--- src/rtl/voice_allocator_if.sv ---
// Event and voice-bus bundle between the note source (master) and voice_allocator (slave).
// The carrier and modulator buses pack slot k at [k*NUM_BITS +: NUM_BITS].
interface voice_allocator_if #(
    parameter int NUM_CHANNELS = 16,
    parameter int NUM_BITS     = 32,
    parameter int NOTE_BITS    = 7
);
    logic                             evt_valid;
    logic                             evt_ready;
    logic                             evt_note_on;
    logic [NOTE_BITS-1:0]             evt_note;
    logic [3:0]                       mod_ratio;
    logic [NUM_BITS*NUM_CHANNELS-1:0] carrier_out;
    logic [NUM_BITS*NUM_CHANNELS-1:0] modulator_out;
    logic [NUM_CHANNELS-1:0]          active;
    logic                             drop;

    modport master (
        output evt_valid, evt_note_on, evt_note, mod_ratio,
        input  evt_ready, carrier_out, modulator_out, active, drop
    );

    modport slave (
        input  evt_valid, evt_note_on, evt_note, mod_ratio,
        output evt_ready, carrier_out, modulator_out, active, drop
    );
endinterface

--- src/rtl/voice_allocator.sv ---
// Note-event front end for the synth core: ROM lookup of the carrier word, ratio-scaled
// modulator word, and lowest-free-slot voice allocation with note-off release.
module voice_allocator #(
    parameter string TUNING_WORDS = "tuning.mem",
    parameter int    NUM_CHANNELS = 16,
    parameter int    NUM_BITS     = 32,
    parameter int    NOTE_BITS    = 7,
    parameter logic [NUM_BITS-1:0] TUNING_INIT [2**NOTE_BITS] = '{default: '0}
) (
    input logic              clk,
    input logic              rst,
    voice_allocator_if.slave bus
);
    localparam int IDX_W = (NUM_CHANNELS > 1) ? $clog2(NUM_CHANNELS) : 1;

    typedef enum logic [1:0] {IDLE, FETCH, ALLOC} state_e;

    state_e                  state_q, state_d;
    logic [NOTE_BITS-1:0]    note_q, note_d;
    logic                    on_q, on_d;
    logic                    drop_q, drop_d;
    logic [NUM_CHANNELS-1:0] active_q, active_d;
    logic [NUM_BITS-1:0]     carrier_q [NUM_CHANNELS];
    logic [NUM_BITS-1:0]     carrier_d [NUM_CHANNELS];
    logic [NUM_BITS-1:0]     mod_q     [NUM_CHANNELS];
    logic [NUM_BITS-1:0]     mod_d     [NUM_CHANNELS];
    logic [NOTE_BITS-1:0]    tag_q     [NUM_CHANNELS];
    logic [NOTE_BITS-1:0]    tag_d     [NUM_CHANNELS];
    logic [NUM_BITS-1:0]     rom_data_q;

    // NOTE: the ROM and its read register carry no reset so the pair can map onto block RAM;
    // only the slot bank, tags and FSM are reset.
    always_ff @(posedge clk) begin
        rom_data_q <= TUNING_INIT[note_q];
    end

    // Modulator word: carrier * Q2.2 ratio, drop the two fraction bits, saturate on overflow.
    logic [NUM_BITS+3:0] prod;
    logic [NUM_BITS+1:0] mod_full;
    logic [NUM_BITS-1:0] mod_word;

    always_comb begin
        prod     = (NUM_BITS+4)'(rom_data_q) * (NUM_BITS+4)'(bus.mod_ratio);
        mod_full = (NUM_BITS+2)'(prod >> 2);
        mod_word = (|mod_full[NUM_BITS+1:NUM_BITS]) ? '1 : mod_full[NUM_BITS-1:0];
    end

    logic             hit_found, free_found;
    logic [IDX_W-1:0] hit_idx, free_idx;

    // Descending scan so the last match written is the lowest index.
    always_comb begin
        hit_found  = 1'b0;
        hit_idx    = '0;
        free_found = 1'b0;
        free_idx   = '0;
        for (int k = NUM_CHANNELS - 1; k >= 0; k--) begin
            if (active_q[k] && (tag_q[k] == note_q)) begin
                hit_found = 1'b1;
                hit_idx   = IDX_W'(k);
            end
            if (!active_q[k]) begin
                free_found = 1'b1;
                free_idx   = IDX_W'(k);
            end
        end
    end

    // NOTE: always_comb assigns every output a default first, so no path leaves a latch.
    always_comb begin
        state_d   = state_q;
        note_d    = note_q;
        on_d      = on_q;
        drop_d    = 1'b0;
        active_d  = active_q;
        carrier_d = carrier_q;
        mod_d     = mod_q;
        tag_d     = tag_q;

        unique case (state_q)
            IDLE: begin
                if (bus.evt_valid) begin
                    note_d  = bus.evt_note;
                    on_d    = bus.evt_note_on;
                    state_d = FETCH;
                end
            end
            FETCH: state_d = ALLOC;
            ALLOC: begin
                state_d = IDLE;
                if (on_q) begin
                    if (hit_found) begin
                        carrier_d[hit_idx] = rom_data_q;
                        mod_d[hit_idx]     = mod_word;
                    end else if (free_found) begin
                        carrier_d[free_idx] = rom_data_q;
                        mod_d[free_idx]     = mod_word;
                        active_d[free_idx]  = 1'b1;
                        tag_d[free_idx]     = note_q;
                    end else begin
                        drop_d = 1'b1;
                    end
                end else if (hit_found) begin
                    carrier_d[hit_idx] = '0;
                    mod_d[hit_idx]     = '0;
                    active_d[hit_idx]  = 1'b0;
                end
            end
            default: state_d = IDLE;
        endcase
    end

    // NOTE: sequential state uses non-blocking assignment so every register samples pre-edge values.
    always_ff @(posedge clk or posedge rst) begin
        if (rst) begin
            state_q  <= IDLE;
            note_q   <= '0;
            on_q     <= 1'b0;
            drop_q   <= 1'b0;
            active_q <= '0;
            for (int k = 0; k < NUM_CHANNELS; k++) begin
                carrier_q[k] <= '0;
                mod_q[k]     <= '0;
                tag_q[k]     <= '0;
            end
        end else begin
            state_q   <= state_d;
            note_q    <= note_d;
            on_q      <= on_d;
            drop_q    <= drop_d;
            active_q  <= active_d;
            carrier_q <= carrier_d;
            mod_q     <= mod_d;
            tag_q     <= tag_d;
        end
    end

    assign bus.evt_ready = (state_q == IDLE);
    assign bus.active    = active_q;
    assign bus.drop      = drop_q;

    for (genvar k = 0; k < NUM_CHANNELS; k++) begin : g_pack
        assign bus.carrier_out[k*NUM_BITS +: NUM_BITS]   = carrier_q[k];
        assign bus.modulator_out[k*NUM_BITS +: NUM_BITS] = mod_q[k];
    end
endmodule

--- src/flat_wrapper.sv ---
// flat-port wrapper written by rule: the top's interface ports become plain ports
module voice_allocator_flat 
#(
    parameter string TUNING_WORDS = "          ",
    parameter int    NUM_CHANNELS = 16,
    parameter int    NUM_BITS     = 32,
    parameter int    NOTE_BITS    = 7,
    parameter logic [NUM_BITS-1:0] TUNING_INIT [2**NOTE_BITS] = '{default: '0}
)
  (clk, rst, bus_evt_valid, bus_evt_note_on, bus_evt_note, bus_mod_ratio, bus_evt_ready, bus_carrier_out, bus_modulator_out, bus_active, bus_drop);
  voice_allocator_if #(.NUM_CHANNELS(NUM_CHANNELS), .NUM_BITS(NUM_BITS), .NOTE_BITS(NOTE_BITS)) bus_i ();
  input logic clk;
  input logic rst;
  input wire logic [$bits(bus_i.evt_valid)-1:0] bus_evt_valid;
  input wire logic [$bits(bus_i.evt_note_on)-1:0] bus_evt_note_on;
  input wire logic [$bits(bus_i.evt_note)-1:0] bus_evt_note;
  input wire logic [$bits(bus_i.mod_ratio)-1:0] bus_mod_ratio;
  output wire logic [$bits(bus_i.evt_ready)-1:0] bus_evt_ready;
  output wire logic [$bits(bus_i.carrier_out)-1:0] bus_carrier_out;
  output wire logic [$bits(bus_i.modulator_out)-1:0] bus_modulator_out;
  output wire logic [$bits(bus_i.active)-1:0] bus_active;
  output wire logic [$bits(bus_i.drop)-1:0] bus_drop;
  assign bus_i.evt_valid = bus_evt_valid;
  assign bus_i.evt_note_on = bus_evt_note_on;
  assign bus_i.evt_note = bus_evt_note;
  assign bus_i.mod_ratio = bus_mod_ratio;
  assign bus_evt_ready = bus_i.evt_ready;
  assign bus_carrier_out = bus_i.carrier_out;
  assign bus_modulator_out = bus_i.modulator_out;
  assign bus_active = bus_i.active;
  assign bus_drop = bus_i.drop;
  voice_allocator #(.TUNING_WORDS(TUNING_WORDS), .NUM_CHANNELS(NUM_CHANNELS), .NUM_BITS(NUM_BITS), .NOTE_BITS(NOTE_BITS), .TUNING_INIT(TUNING_INIT)) u_core (.clk(clk), .rst(rst), .bus(bus_i));
endmodule
--- config.mk ---
export PLATFORM = sky130hd
export DESIGN_NAME = voice_allocator_flat
export DESIGN_NICKNAME = d
export VERILOG_FILES = /design/src/rtl/voice_allocator_if.sv /design/src/rtl/voice_allocator.sv /design/src/flat_wrapper.sv
export SDC_FILE = /design/constraint.sdc
export NUM_CORES = 2
export LEC_CHECK = 0
export ABC_CLOCK_PERIOD_IN_PS = 84600
export CAP_MARGIN = 40
export CORE_AREA = 2 2 414 416
export DETAILED_ROUTE_END_ITERATION = 8
export DIE_AREA = 0 0 416 418
export PLACE_DENSITY = 0.54
export SETUP_SLACK_MARGIN = 0.15
export SLEW_MARGIN = 20
export SYNTH_ARGS = -nofsm -noshare
export SYNTH_HDL_FRONTEND = slang
export SYNTH_SLANG_ARGS = --single-unit
--- constraint.sdc ---
create_clock -name clk -period 84.6 [get_ports clk]
set_input_delay 16.92 -clock clk [delete_from_list [all_inputs] [get_ports clk]]
set_output_delay 16.92 -clock clk [all_outputs]
set_load 0.1 [all_outputs]
* Yosys cells after proc, flatten, opt, wreduce, memory -nomap -nowiden *
Memories as Yosys holds them, arrays and structs flattened. A register that Yosys moved wholly into a read port is not among the register bits.
Index checks and enable logic that the tools add are counted.

storage, ports and cells
  flip-flop bits (word level) = 1,163
  latch bits = 0
  bits in writable memories = 0
  bits in read-only memories = 4,096
  bits of input ports = 15
  output and inout bits = 1,042
  word-level logic and storage cells = 219
  memories kept = 1

cells by class
  add/sub/neg operators = 0
  multipliers = 1
  div/mod/pow operators = 0
  magnitude comparators = 8
  equality and inequality tests = 20
  shift operators = 0
  multiplexer cells = 98
  bitwise operators = 10
  reduce and logical (&&, ||, !) cells = 28

memories
  name              words  bits a word  rd ports  clocked after Yosys merged registers in  write ports  RTL line               RTL
  (name not given)  128    32           1         1                                        0            voice_allocator.sv:34  rom_data_q <= TUNING_INIT[note_q];

operators with widths
  cell                  number
  $mux W512             8
  $bwmux W512           4
  $and A512 B512 Y512   2
  $not A512 Y512        1
  $demux W32 S4         2
  $mux W4               32
  $bwmux W112           1
  $eq A7 B7 Y1          16
  $mux W32              3
  $mux W16              4
  $mux W1               38
  $mul A32 B4 Y36       1
  $demux W7 S4          1
  $logic_and A1 B1 Y1   20
  $and A16 B16 Y16      1
  $not A16 Y16          1
  $or A16 B16 Y16       1
  $ge A5 B5 Y1 const B  2
  $lt A4 B5 Y1 const B  2
  $lt A5 B1 Y1 const B  2
  $not A4 Y5            2
  $demux W1 S4          2
  $ge A4 B1 Y1 const B  2
  $not A7 Y8            1
  13 further kinds      16

* Logic depth before layout (Yosys ltp) *
  depth in word-level cells = 27
  gate-level depth with buffers = 17
  gate-level depth less buffers = 11

* Worst setup path before layout *
No wires, ideal clock.

  kind = register to output
  start point = reg u_core.state_q[0]
  end point = out bus_evt_ready
  arrival = 1,648 ps
  required time = 67,680 ps
  setup slack = 66,032 ps
  cell stages (with the launch flop) = 2
  path buffers = 0
  cell sequence = dfrtp_1 -> nor2_1

on the way
  word-level cells in the longest chain between the ends = 1

ends and longest elaborated chain
  element                 RTL line                RTL
  from (decl)             voice_allocator.sv:18   state_e state_q, state_d;
  from (signal assigned)  voice_allocator.sv:127  state_q <= state_d;
  $logic_not A2 Y1        voice_allocator.sv:138  assign bus.evt_ready = (state_q == IDLE);
  to (decl)               flat_wrapper.sv:18      output wire logic [$bits(bus_i.evt_ready)-1:0] bus_evt_ready;

Every way passes these cells.

==> flow_summary_export.csv <==
group,metric,value,unit
outcome,status,"finished clean",
timing,slew_headroom,0.341,
clock_tree,ctsResizeCount,0,
timing,tightest_slew,0.989,ns
grt,antenna_found_initial,8,
layout,layout_commonest_cell,"dfrtp_1",
worst_hold_path,hp-class,"flip-flop to flip-flop",
clock_tree,cts_tree,"built",
power,p_per_area,15.0,nW/um2
drt,viasPerCell,4.34,
setup_path,crit_chain,"clkdlybuf4s50_1, inv_8, buf_16, buf_4, buf_4, buf_16, buf_4, buf_16, buf_4, buf_12",
drt,vias,34600,
floorplanning,dieArea,174000,um2
synth,synthSimpleGateAreaFrac,0.206,
setup_path,critPathSlowestCell,"buf_4",
layout,nNetsFinal,5643,
layout,nFillCells,13100,
floorplanning,initial_core_util,0.246,
timing,max_clock_freq,50.2,MHz
synth,synth_fp_nets,3546,
drt,met1Wirelength,54.9,mm
clock_tree,htree_num_levels,4,
floorplanning,dieHeight,418,um
synth,synth_area_leaders,"dfrtp_1 (70%), nand2_1 (6.1%), nor2_1 (6.1%), mux2_2 (3.2%), and2_1 (3.0%)",
synth,avgSynthCellArea,11.8,um2
drt,highest_layer,"met4",
worst_hold_path,min_from,"u_core.state_q[1]",
synth,synthAdderAreaFrac,0.000301,
floorplanning,rows,151,
grt,grt-ovfl-total,0,
timing,setup_tns,0,ns
clock_tree,cts_setup_buffers,0,
drt,wl_met3,7.67,mm
setup_path,max_stage_delay,0.61,ns
synth,synth.area.mux_share,0.0323,
power,leakage,0.0390,uW
layout,synthToLayoutAreaGrowth,103,%
drt,routedWlPerCell,20.8,um
synth,synth-main-ff-cell,"dfrtp_1",
timing,setup_viol,0,
layout,multi_input_area,11600,um2
synth,synth_edf_count,0,
layout,regArea,29100,um2
timing,skew,0.0421,ns
synth,yosysSeqAreaShare,0.701,
drt,first_pass_iters,5,
placed_design,dp_hpwl,118,mm
synth,synth_top_family_by_area,"simple AND/OR/NAND/NOR gates",
floorplanning,core,169000,um2
setup_path,critPathLaunchType,"input pin",
synth,synth_largest_area_cell,"dfrtp_1",
drt,ant_nets,0,
drt,drtIter0Drc,2175,
setup_path,arrival,20.86,ns
drt,wl_met2,91.0,mm
placed_design,gp_congestion,0.850,
synth,ys_async_sr_fraction,1.00,
synth,ys_seq_elements,1163,
setup_path,cp_max_fo,65,
clock_tree,root_buffer,"clkbuf_16",
grt,track_usage,0.189,
setup_path,crit_path_end_kind,"async pin",
drt,wl,166,mm
timing,fin_crit,19.92,ns
synth,syn_area,41500,um2
power,vdd_drop_max,0.0206,mV
setup_path,crit_type,"input pin to async pin",
setup_path,startpoint,"rst",
clock_tree,cts_buffer_depth,3,
placed_design,dpl-instance-area,79300,um2
floorplanning,die_w,416,um
clock_tree,postCtsHoldBufs,0,
placed_design,portBuffers,1052,
drt,drc,0,
grt,grt_pass1_wl,248,mm
timing,rsz0062_at_grt,"false",
grt,grt_pass1_vias,38700,
setup_path,crit_required,85.54,ns
synth,synth_warnings,0,
setup_path,crit_top_cell,"buf_4",
synth,synth_cell_types,59,
setup_path,critical_path.reg2reg.startpoint,"u_core.note_q[1]",
layout,postLayoutCellArea,84300,um2
clock_tree,clock-sinks,1163,
layout,mostFrequentLayoutCells,"dfrtp_1 (1163), clkdlybuf4s50_1 (1047), buf_16 (725), nand2_1 (671), nor2_1 (669)",
synth,synth_xor_area_frac,0.0236,
timing,slew_viol_final,0,
grt,grt_max_degree,164,
timing,finalCritPeriodShare,0.235,
timing,hold_viol_final,0,
synth,synth-compound-area-share,0.0137,
flow_run,max-cap-violations,0,
floorplanning,io_pins,1057,
synth,synth_cells,3530,
clock_tree,worstSkewPairLatency,0.79,ns
clock_tree,cts_made_buffers,135,
synth,synth_top_area_share,0.701,
clock_tree,clk_pin_slew,0.07,ns
layout,drive_above_1_share,0.271,
-- worst paths after layout --
path | cells past startpoint | end | slack, ns
setup / recovery | 10 | u_core.bus.carrier_out[44] | 64.68
hold / removal | 1 | u_core.state_q[1] | 0.45
setup reg to reg | 14 | u_core.bus.modulator_out[42] | 79.10
hold reg to reg | 1 | u_core.state_q[1] | 0.45
max in group clk | 2 | bus_active[13] | 65.37
min in group asynchronous | 2 | u_core.bus.carrier_out[246] | 16.54
-- cell type report --
class / count / area share
well taps: 2218 / 0.0329
clock inverters: 62 / 0.00983
repair buffers: 2168 / 0.427
inverters: 9 / 0.000490
multi-input cells: 2150 / 0.138
clock buffers: 185 / 0.0465
flip-flops and latches: 1163 / 0.345
diodes: 9 / 0.000267
-- per-layer routing --
metal  up-vias  GRT usage
met5         -          0
met3       541     0.0397
met4         0      0.135
li1      15300          -
met2      1364      0.347
met1     17400      0.188
-- power by group --
part / switching (uW) / internal, uW
logic: 45.5 / 22.8
registers: 5.95 / 562
clock network: 248 / 376
total: 300 / 960
-- registers in the layout, indices dropped and copies added (netlist names) --
signal                    cells
u_core.state_q                2
u_core.note_q                 7
u_core.tag_q                112
u_core.on_q                   1
u_core.bus.modulator_out    512
u_core.bus.drop               1
u_core.bus.carrier_out      512
u_core.bus.active            16
-- synthesized netlist by cell type, types with 31 or more instances --
library cell and instances:
a21oi_1 31, and2_1 200, clkbuf_1 173, dfrtp_1 1163, mux2_2 118, nand2_1 671
nand4_1 38, nor2_1 670, nor2b_1 132, nor3b_2 54, xnor2_1 58, xor2_1 54
-- cell families (layout without fill, tap and decap cells) --
kind of cell / count (synthesis) / in the layout
fa+ha+maj: 1 / 1
mux: 119 / 119
other cells: 0 / 9
buf+inv: 217 / 2424
compound gates: 80 / 80
flops: 1163 / 1163
simple gates: 1838 / 1838
xor+xnor: 112 / 112
-- critical path: cells and delay by family --
family                 cells  cell delay (ns)
buffers and inverters     10             3.71
-- per-stage QoR --
stage,util,power (uW),hold WS [ns],std cells,setup slack (ns)
3_5_place_dp,0.469,647,0.446,7700,63.48
6_report,0.498,1260,0.454,7964,64.68
2_1_floorplan,-,628,0.427,3530,34.92
4_1_cts,0.497,1280,0.458,7947,64.37
3_3_place_gp,0.322,643,0.443,6644,63.04
5_1_grt,0.498,1310,0.483,7963,64.24
Power figures use the tool's default switching activity.
